$ cat src/rtl/cpu_pkg.sv
// Shared CPU constants: opcode encodings and fetch FSM states used by the
// fetch stage and the control unit.
package cpu_pkg;

  localparam int OPC_W = 3;

  localparam logic [OPC_W-1:0] OPC_LOAD  = 3'b000;
  localparam logic [OPC_W-1:0] OPC_STORE = 3'b100;
  localparam logic [OPC_W-1:0] OPC_HALT  = 3'b111;

  typedef enum logic [0:0] {
    FETCH_RUN  = 1'b0,
    FETCH_HALT = 1'b1
  } fetchState_e;

  function automatic logic isHalt(input logic [OPC_W-1:0] opc);
    return (opc == OPC_HALT);
  endfunction

endpackage

$ cat src/rtl/fetch_fifo.sv
// Two-entry synchronous FIFO between the instruction ROM and decode.
// Flush has priority over push; the head entry is read straight from storage.
module fetch_fifo #(
  parameter int DATA_W = 24
) (
  input  logic              clk,
  input  logic              rst,
  input  logic              push,
  input  logic [DATA_W-1:0] pushData,
  input  logic              pop,
  input  logic              flush,
  output logic [1:0]        count,
  output logic [DATA_W-1:0] headData
);

  logic [DATA_W-1:0] mem_r [2];
  logic              rdPtr_r;
  logic              wrPtr_r;
  logic [1:0]        count_r;
  logic              doPush_s;
  logic              doPop_s;

  // Qualify push/pop: a push into a full FIFO is only taken alongside a pop
  always_comb begin
    doPop_s  = pop && (count_r != 2'd0);
    doPush_s = push && !flush && ((count_r != 2'd2) || doPop_s);
  end

  // Entry storage; contents are don't-care once the pointers are cleared
  always_ff @(posedge clk) begin
    if (doPush_s) begin
      mem_r[wrPtr_r] <= pushData;
    end
  end

  // Pointers and occupancy
  always_ff @(posedge clk) begin
    if (rst || flush) begin
      rdPtr_r <= 1'b0;
      wrPtr_r <= 1'b0;
      count_r <= 2'd0;
    end else begin
      if (doPush_s) begin
        wrPtr_r <= ~wrPtr_r;
      end
      if (doPop_s) begin
        rdPtr_r <= ~rdPtr_r;
      end
      case ({doPush_s, doPop_s})
        2'b10:   count_r <= count_r + 2'd1;
        2'b01:   count_r <= count_r - 2'd1;
        default: count_r <= count_r;
      endcase
    end
  end

  assign count    = count_r;
  assign headData = mem_r[rdPtr_r];

endmodule

$ cat src/rtl/instr_fetch.sv
// Instruction fetch stage: owns the PC, drives a synchronous ROM, and hands
// tagged words to decode through a 2-entry FIFO with redirect and HALT support.
module instr_fetch
  import cpu_pkg::*;
#(
  parameter int                ADDR_W   = 8,
  parameter int                INSTR_W  = 16,
  parameter logic [ADDR_W-1:0] RESET_PC = {ADDR_W{1'b0}}
) (
  input  logic               clk,
  input  logic               rst,
  output logic [ADDR_W-1:0]  imem_addr,
  input  logic [INSTR_W-1:0] imem_rdata,
  output logic               out_valid,
  input  logic               out_ready,
  output logic [INSTR_W-1:0] out_instr,
  output logic [OPC_W-1:0]   out_opcode,
  output logic [ADDR_W-1:0]  out_pc,
  input  logic               redirect_valid,
  input  logic [ADDR_W-1:0]  redirect_pc,
  output logic               halted
);

  localparam int                ENTRY_W = ADDR_W + INSTR_W;
  localparam logic [ADDR_W-1:0] PC_ONE  = {{(ADDR_W-1){1'b0}}, 1'b1};

  logic [ADDR_W-1:0]  pc_r;
  logic [ADDR_W-1:0]  pcNext_s;
  logic [ADDR_W-1:0]  reqPc_r;
  logic               inflight_r;
  logic               inflightNext_s;
  fetchState_e        state_r;
  fetchState_e        stateNext_s;
  logic [1:0]         count_s;
  logic [2:0]         credit_s;
  logic               pop_s;
  logic               push_s;
  logic               flush_s;
  logic               issue_s;
  logic               capHalt_s;
  logic [ENTRY_W-1:0] head_s;

  assign imem_addr = pc_r;
  assign out_valid = (count_s != 2'd0);
  assign pop_s     = out_valid && out_ready;
  // Slots already spoken for: buffered words plus the outstanding response
  assign credit_s  = {1'b0, count_s} + {2'b00, inflight_r} - {2'b00, pop_s};
  assign capHalt_s = inflight_r && isHalt(imem_rdata[INSTR_W-1 -: OPC_W]);

  // Next-state, issue and capture decisions; redirect overrides everything
  always_comb begin
    pcNext_s       = pc_r;
    inflightNext_s = 1'b0;
    stateNext_s    = state_r;
    flush_s        = 1'b0;
    push_s         = 1'b0;
    issue_s        = 1'b0;
    if (redirect_valid) begin
      flush_s     = 1'b1;
      pcNext_s    = redirect_pc;
      stateNext_s = FETCH_RUN;
    end else begin
      push_s = inflight_r;
      case (state_r)
        FETCH_RUN: begin
          // A HALT word arriving now stops the next request immediately
          if (capHalt_s) begin
            stateNext_s = FETCH_HALT;
          end else begin
            issue_s = (credit_s < 3'd2);
          end
        end
        FETCH_HALT: stateNext_s = FETCH_HALT;
        default:    stateNext_s = FETCH_RUN;
      endcase
      if (issue_s) begin
        pcNext_s       = pc_r + PC_ONE;
        inflightNext_s = 1'b1;
      end else begin
        pcNext_s       = pc_r;
        inflightNext_s = 1'b0;
      end
    end
  end

  // PC, request tag, in-flight flag and FSM state
  always_ff @(posedge clk) begin
    if (rst) begin
      pc_r       <= RESET_PC;
      reqPc_r    <= RESET_PC;
      inflight_r <= 1'b0;
      state_r    <= FETCH_RUN;
    end else begin
      pc_r       <= pcNext_s;
      inflight_r <= inflightNext_s;
      state_r    <= stateNext_s;
      if (issue_s) begin
        reqPc_r <= pc_r;
      end
    end
  end

  fetch_fifo #(
    .DATA_W (ENTRY_W)
  ) uFifo (
    .clk      (clk),
    .rst      (rst),
    .push     (push_s),
    .pushData ({reqPc_r, imem_rdata}),
    .pop      (pop_s),
    .flush    (flush_s),
    .count    (count_s),
    .headData (head_s)
  );

  assign out_pc     = head_s[ENTRY_W-1 -: ADDR_W];
  assign out_instr  = head_s[INSTR_W-1:0];
  assign out_opcode = head_s[INSTR_W-1 -: OPC_W];
  assign halted     = (state_r == FETCH_HALT) && (count_s == 2'd0);

endmodule
$ cat config.mk
export PLATFORM = sky130hd
export DESIGN_NAME = instr_fetch
export DESIGN_NICKNAME = d
export VERILOG_FILES = /design/src/rtl/cpu_pkg.sv /design/src/rtl/fetch_fifo.sv /design/src/rtl/instr_fetch.sv
export SDC_FILE = /design/constraint.sdc
export NUM_CORES = 1
export LEC_CHECK = 0
export BUFFER_PORTS_ARGS = -buffer_cell sky130_fd_sc_hd__buf_2
export CAP_MARGIN = 20
export CORE_ASPECT_RATIO = 1.25
export CORE_MARGIN = 1
export CORE_UTILIZATION = 55
export CTS_CLUSTER_SIZE = 28
export DETAILED_ROUTE_END_ITERATION = 16
export GPL_TIMING_DRIVEN = 0
export PLACE_DENSITY = 0.88
export RECOVER_POWER = 25
export SETUP_SLACK_MARGIN = 0.1
export SLEW_MARGIN = 20
export SYNTH_ARGS = -nofsm -noshare
export SYNTH_HDL_FRONTEND = slang
export SYNTH_SLANG_ARGS = --single-unit
$ cat constraint.sdc
create_clock -name clk -period 4.3 [get_ports clk]
set_input_delay 0.645 -clock clk [delete_from_list [all_inputs] [get_ports clk]]
set_output_delay 0.645 -clock clk [all_outputs]
set_load 0.03 [all_outputs]
== Yosys cells after proc, flatten, opt, wreduce, memory -nomap -nowiden ==
Memories as Yosys holds them, arrays and structs flattened. A register that Yosys moved wholly into a read port is not among the register bits.
Cells that the tools add are included.

* $add $sub $neg: 5
* $mul: 0
* Div/mod/pow operators: 0
* Magnitude comparators: 1
* Equal/unequal tests: 4
* Shift operators: 0
* Mux-type cells: 16
* Bitwise logic cells: 3
* Reduce and logical (&&, ||, !) cells: 14

{| class="wikitable"
|+ Operators with widths
! kind !! count
|-
| 8-bit 2-to-1 mux || 2
|-
| 1-bit 2-to-1 mux || 12
|-
| 8-bit by 1-bit adder with 8-bit output (second input constant) || 1
|-
| 1-bit logical AND || 6
|-
| 2-bit nonzero test || 3
|-
| 2-bit case mux with 2 select lines || 1
|-
| 2-bit by 1-bit adder with 3-bit output || 1
|-
| 3-bit equality test (second input constant) || 1
|-
| 3-bit by 2-bit < comparator with 1-bit output (second input constant) || 1
|-
| 1-bit inverter || 3
|-
| 3-bit by 1-bit subtractor with 3-bit output || 1
|-
| 2-bit by 1-bit adder with 2-bit output (second input constant) || 1
|-
| 2-bit by 1-bit equality test with 1-bit output (second input constant) || 1
|-
| 2-bit equality test (second input constant) || 1
|-
| 2-bit logical NOT || 1
|-
| 1-bit logical OR || 2
|-
| 2-bit inequality test (second input constant) || 1
|-
| 1-bit case mux with 2 select lines || 1
|-
| 2-bit OR reduction || 1
|-
| 2-bit by 1-bit subtractor with 2-bit output (second input constant) || 1
|-
| 1-bit logical NOT || 1
|}

* Flip-flop bits (word level): 22
* Bits in latches: 0
* RAM bits: 48
* Memory bits (read-only): 0
* Input port bits: 28
* Output and inout bits: 37
* Logic and storage cells: 51
* Memories: 1

{| class="wikitable"
|+ Memories
! memory !! words !! width !! read ports !! clocked after Yosys merged registers in !! wr ports !! RTL line !! RTL
|-
| uFifo.mem_r || 2 || 24 || 1 || 1 || 1 || fetch_fifo.sv:16 || <nowiki>logic [DATA_W-1:0] mem_r [2];</nowiki>
|}

== Longest topological paths before layout ==
* Depth after elaboration: 9
* Mapped depth: 10
* Depth with buffers taken out: 9

== Hierarchy ==
Synthesis repeated with hierarchy kept, for this count alone.

* Cells, all modules: 204
* Area, all modules: 2907.8 µm²

{| class="wikitable"
|+ Modules (own cells, without submodules)
! module !! times used !! cells each !! area an instance (µm²)
|-
| fetch_fifo || 1 || 106 || 2009.4
|-
| instr_fetch || 1 || 98 || 898.4
|}

== Least setup slack after synthesis ==
OpenSTA, ideal clock, no wires.

* Path kind: register to register
* Start point: register uFifo.count_r[1], in the netlist uFifo.count[1]
* End point: register pc_r[7], in the netlist imem_addr[7]
* Setup time: 0.091 ns
* Arrival: 2.857 ns
* Required time: 4.209 ns
* Setup slack: 1.352 ns
* Stages on the path, launching flop included: 10
* Cell sequence: dfxtp_1 -> or2_2 -> and2_1 -> ha_1 -> nand2b_1 -> fa_1 -> xnor2_2 -> nand3_2 -> or4_1 -> a311oi_1

* Cells in the longest elaborated chain, start to end: 8
* Elaborated cells between the ends (all ways): 9
* Classes of those cells: add/sub (2); order compare (1); mux (3); reduce/logical (3)

{| class="wikitable"
|+ RTL lines
! what !! RTL line !! RTL
|-
| start: declaration || fetch_fifo.sv:19 || <nowiki>logic [1:0] count_r;</nowiki>
|-
| start signal: assignment || fetch_fifo.sv:50 || <nowiki>2'b10: count_r <= count_r + 2'd1;</nowiki>
|-
| start signal: assignment || fetch_fifo.sv:51 || <nowiki>2'b01: count_r <= count_r - 2'd1;</nowiki>
|-
| start signal: assignment || fetch_fifo.sv:52 || <nowiki>default: count_r <= count_r;</nowiki>
|-
| 2-bit nonzero test || instr_fetch.sv:44 || <nowiki>assign out_valid = (count_s != 2'd0);</nowiki>
|-
| net out_valid || instr_fetch.sv:14 || <nowiki>output logic out_valid,</nowiki>
|-
| 1-bit logical AND || instr_fetch.sv:45 || <nowiki>assign pop_s = out_valid && out_ready;</nowiki>
|-
| 3-bit by 1-bit subtractor with 3-bit output || instr_fetch.sv:47 || <nowiki>assign credit_s = {1'b0, count_s} + {2'b00, inflight_r} - {2'b00, pop_s};</nowiki>
|-
| 3-bit by 2-bit < comparator with 1-bit output || instr_fetch.sv:70 || <nowiki>issue_s = (credit_s < 3'd2);</nowiki>
|-
| 1-bit 2-to-1 mux || instr_fetch.sv:67 || <nowiki>if (capHalt_s) begin</nowiki>
|-
| 1-bit 2-to-1 mux || instr_fetch.sv:64 || <nowiki>case (state_r)</nowiki>
|-
| 1-bit 2-to-1 mux || instr_fetch.sv:58 || <nowiki>if (redirect_valid) begin</nowiki>
|-
| 2-bit nonzero test (no source line) || n/a ||
|-
| end signal: assignment || instr_fetch.sv:94 || <nowiki>pc_r <= pcNext_s;</nowiki>
|-
| end: declaration || instr_fetch.sv:27 || <nowiki>logic [ADDR_W-1:0] pc_r;</nowiki>
|}

The timed path passes the listed nets, and every way through them passes these cells. The select of a mux whose other input is x is not followed.
A chain may end at the register's enable or synchronous reset.

== Worst setup path in the final report ==
* Start point: register uFifo.count_r[1], in the netlist uFifo.count[1]
* End point: register pc_r[7], in the netlist imem_addr[7]

* Cells in the longest elaborated chain, start to end: 8
* Elaborated cells between the ends (all ways): 9
* Classes of those cells: add/sub (2); order compare (1); mux (3); reduce/logical (3)

{| class="wikitable"
|+ RTL lines
! what !! RTL line
|-
| branches (longest 2 deep; another with 2-bit by 1-bit adder with 3-bit output) || n/a
|-
| 3-bit by 1-bit subtractor with 3-bit output (*) || instr_fetch.sv:47
|-
| 3-bit by 2-bit < comparator with 1-bit output (*) || instr_fetch.sv:70
|-
| 1-bit 2-to-1 mux (*) || instr_fetch.sv:67
|-
| 1-bit 2-to-1 mux (*) || instr_fetch.sv:64
|-
| 1-bit 2-to-1 mux (*) || instr_fetch.sv:58
|-
| 2-bit nonzero test (no source line) (*) || n/a
|}

Mark *: on every way between the ends. The select of a mux whose other input is x is not followed.

==> impl.org <==
** CTS
- Number of gates resized after CTS :: 0
- Clk pin slew, worst setup/hold paths :: 70 ps
- Number of buffers inserted during clock tree synthesis :: 9
- Bufs on Longest Clock Path :: 2
- TritonCTS built the clock tree.
- In this run the post-CTS setup repair buffer count came out at 0.
- The later pin in the worst-skew pair is clocked with a latency of 330 ps.
- CTS built an H-tree with a depth of 3.
- For this design, the sink count on the clock tree is 71.
- Hold buffers post-CTS :: 0
- CTS Root Buffer Type :: clkbuf_8

** Die
- Die X-Extent :: approximately 66 um
- Effective utilization at floorplan :: about three fifths
- Core Region :: 4830 um^2
- In this run the vertical extent of the chip is 82.3 um.
- Boundary pin count :: 65
- The floorplan has 28 rows.
- The floorplan step defined a die boundary enclosing between 5000 and 6000 um^2.

** Setup path
- WP data arrival :: 3290 ps
- In this run the critical register-to-register path is launched from uFifo.count[1]$_SDFFE_PP0P_.
- STA classifies the critical path startpoint as a flop.
- The worst setup path is of the reg2reg kind.
- Worst-path cell chain :: or2_2, and2_1, ha_1, nand2b_1, fa_1, xnor2_2, nand3_2, or4_1, a311oi_1
- Of all nets on the critical path, the largest fanout is 6.
- Tracing the worst setup path back leads to its startpoint at uFifo.count[1]$_SDFFE_PP0P_.
- Slowest Stage Delay on Critical Path :: 540 ps
- Crit end category :: flop
- Critical path's slowest cell :: or4_1
- For the worst setup path, the data required time is around 4500 ps.

** Global routing
- Entering global routing, the biggest net connects 25 pins.
- Vias in the first global route :: 1706
- First-pass GRT wire length :: 7740 um
- Overall global routing resource usage :: 20.0%
- Antenna violations before repair :: 0
- The total overflow left after global routing is 0.

** Routing
- Final antenna-violating net count :: 0
- The routed layout has 1759 vias.
- Number of DRC markers after the initial detailed-route iteration :: 77
- Average wire length per cell after detail routing :: 14.7 um
- Dividing the detail-routed via count by the number of cells gives about 5.3.
- Detailed Routing Iterations Pass 1 :: 4
- After detailed routing, the number of remaining DRC violations is 0.
- The final layout contains routed wiring with a total length of 4880 um.

** Final layout
- Filler cell count in the final layout :: 371
- Area Growth Syn to Fin :: 21.5%
- N_diodes :: 0
- Cells with a size suffix above 1 make up between 30% and 40% of the layout.
- The final layout contains 300 nets.

** Synthesis
- The synthesized netlist occupies a cell area of 2840 um^2.
- FF+latch count, synth :: 71
- Total number of yosys warnings :: 0
- For this run, the register share of the synthesized area comes to 67.0%.
- Number of enable-type register cells in the synthesized netlist :: 48
- Asr flop ratio synth :: 0%
- Number of nets produced by synthesis :: 226
- Cell variety after synth :: 35
- Syn Inst Count :: around 190
- Mean area per synthesized cell :: approximately 15 um^2
- Most used flip-flop cell after synthesis :: edfxtp_1

** Timing
- The worst path in the final design needs a cycle of 3050 ps, including I/O delays and setup.
- The worst path uses 70.9% of the clock period.
- Max Slew Vio Count :: 0
- Transition time of the tightest slew-check pin :: slightly below 700 ps
- For the final database, setup skew stands at 6.53 ps.
- Hold Slack :: 459 ps
- Setup repair after global routing left no endpoint under its margin.
- Max-Slew Margin vs Limit :: 53.8%
- Number of hold violations in the final report :: 0
- For the final routed database, the setup TNS stands at 0 ps.
- Based on the critical path, the design can be clocked at up to 0.328 GHz.
- Setup violations remaining at the end of the flow were counted as 0.

** Run
- Number of max-cap violations :: 0

** Placement
- Detailed-placement wirelength estimate :: about 3500 um
- I/O Buffers :: 63
- Routability-driven placement finished with a final weighted congestion of 0.897.

** Outcome
- Result of the run :: finished clean

** Pwr
- VDD sags by at most 0.280 mV.
- Power per standard cell area :: 414 nW/um^2
- Leakage power :: 1.33 nW

** Worst hold path
- Hold/Removal Path Class :: reg2reg
- Worst hold path startpoint :: reqPc_r[0]$_SDFFE_PP0P_
[critical path: cells and delay by family, from the launching register on]
family / cells / cell delay [ps]
and+or+nand+nor: 5 / 1390
DFF: 1 / 410
xor gates and xnor gates: 1 / 180
adders and majority gates: 2 / 720
AOI/OAI and AO/OA: 1 / 270
[Yosys cell counts (all sizes together), types with 2 or more instances]
cell type   n  area share [%]
or2         2            0.44
inv         3            0.40
buf         4            0.97
clkbuf      7            0.93
nor3        7             1.2
xnor2      10             3.3
nand3       2            0.53
mux2i       9             3.2
nand2       5            0.66
nor4        4            0.88
dfxtp      23              16
and2        2            0.44
mux2       24             9.5
nor2       18             2.4
nand4       2            0.44
edfxtp     48              51
ha          3             1.3
xor2        3            0.93
a211oi      6             1.6
[final timing paths]
path                                       end  depth (start not counted)  slack [ps]
hold / removal    uFifo.mem_r[1][16]$_DFFE_PP_                          0         460
hold reg to reg   uFifo.mem_r[1][16]$_DFFE_PP_                          0         460
setup / recovery     imem_addr[7]$_SDFFE_PP0P_                          9        1250
setup reg to reg     imem_addr[7]$_SDFFE_PP0P_                          9        1250
[where the power goes]
group | switching [mW] | total, mW | internal (mW)
clock network | 0.232 | 0.543 | 0.311
registers | 0.0152 | 0.764 | 0.749
logic | 0.0744 | 0.120 | 0.0453
total | 0.322 | 1.43 | 1.10
[registers in the layout, indices dropped and copies added, names as in the netlist, named ones only]
register and flops:
inflight_r 1, state_r 1, uFifo.rdPtr_r 1, uFifo.wrPtr_r 1
uFifo.mem_r 48, imem_addr 8, uFifo.count 2, reqPc_r 8
[layer usage]
layer | routed length, um | global-route usage, % | up-vias | share of wire, %
li1 | - | - | 868 | -
met1 | 1940 | 20.3 | 831 | 40
met2 | 2610 | 36.3 | 52 | 53
met3 | 247 | 5.22 | 8 | 5.1
met4 | 89 | 12.3 | 0 | 1.8
met5 | 0 | 0 | - | 0
[through the flow]
| stage | cell area (um^2) | instances | utilization [%] | setup WS [ps] | power, mW |
|---|---|---|---|---|---|
| after floorplan | 2840 | 194 | - | 1350 | 0.857 |
| after global placement | 3230 | 317 | 66.8 | 1030 | 0.894 |
| after detailed placement | 3240 | 317 | 67.0 | 1250 | 0.900 |
| after CTS | 3460 | 333 | 71.5 | 1250 | 1.44 |
| after global routing | 3450 | 333 | 71.4 | 1100 | 1.47 |
| final | 3450 | 333 | 71.4 | 1250 | 1.43 |
[final cells by class]
| class | instances | area [um^2] | area share (%) |
|---|---|---|---|
| clock inverters | 4 | 21.3 | 0.617 |
| flip-flops and latches | 71 | 1900 | 55.1 |
| inverters | 4 | 15.0 | 0.435 |
| well taps | 60 | 75.1 | 2.18 |
| plain buffers | 11 | 53.8 | 1.56 |
| repair buffers | 63 | 307 | 8.89 |
| multi-input cells | 108 | 877 | 25.4 |
| clock buffers | 12 | 199 | 5.77 |
[logic make-up (layout without fill, tap and decap cells)]
group,count (synthesis),in the layout,share of synthesized area [%]
adders and majority gates,4,4,2.03
and+or+nand+nor,45,45,7.71
AOI/OAI and AO/OA,13,13,3.88
DFF,71,71,67.0
buffers and inverters,15,94,2.42
muxes,33,33,12.7
xor gates and xnor gates,13,13,4.28
[placed cells by master (no fill, tap or decap), drive strengths merged, types with 2 or more instances in the layout]
master  Yosys  layout
a211oi      6       6
and2        2       2
buf         4      60
clkbuf      7      26
clkinv      1       4
dfxtp      23      23
edfxtp     48      48
ha          3       3
inv         3       3
mux2       24      24
mux2i       9       9
nand2       5       5
nand3       2       2
nand4       2       2
nor2       18      18
nor3        7       7
nor4        4       4
or2         2       2
xnor2      10      10
xor2        3       3
No activity file was read; power rests on OpenSTA's default activity.
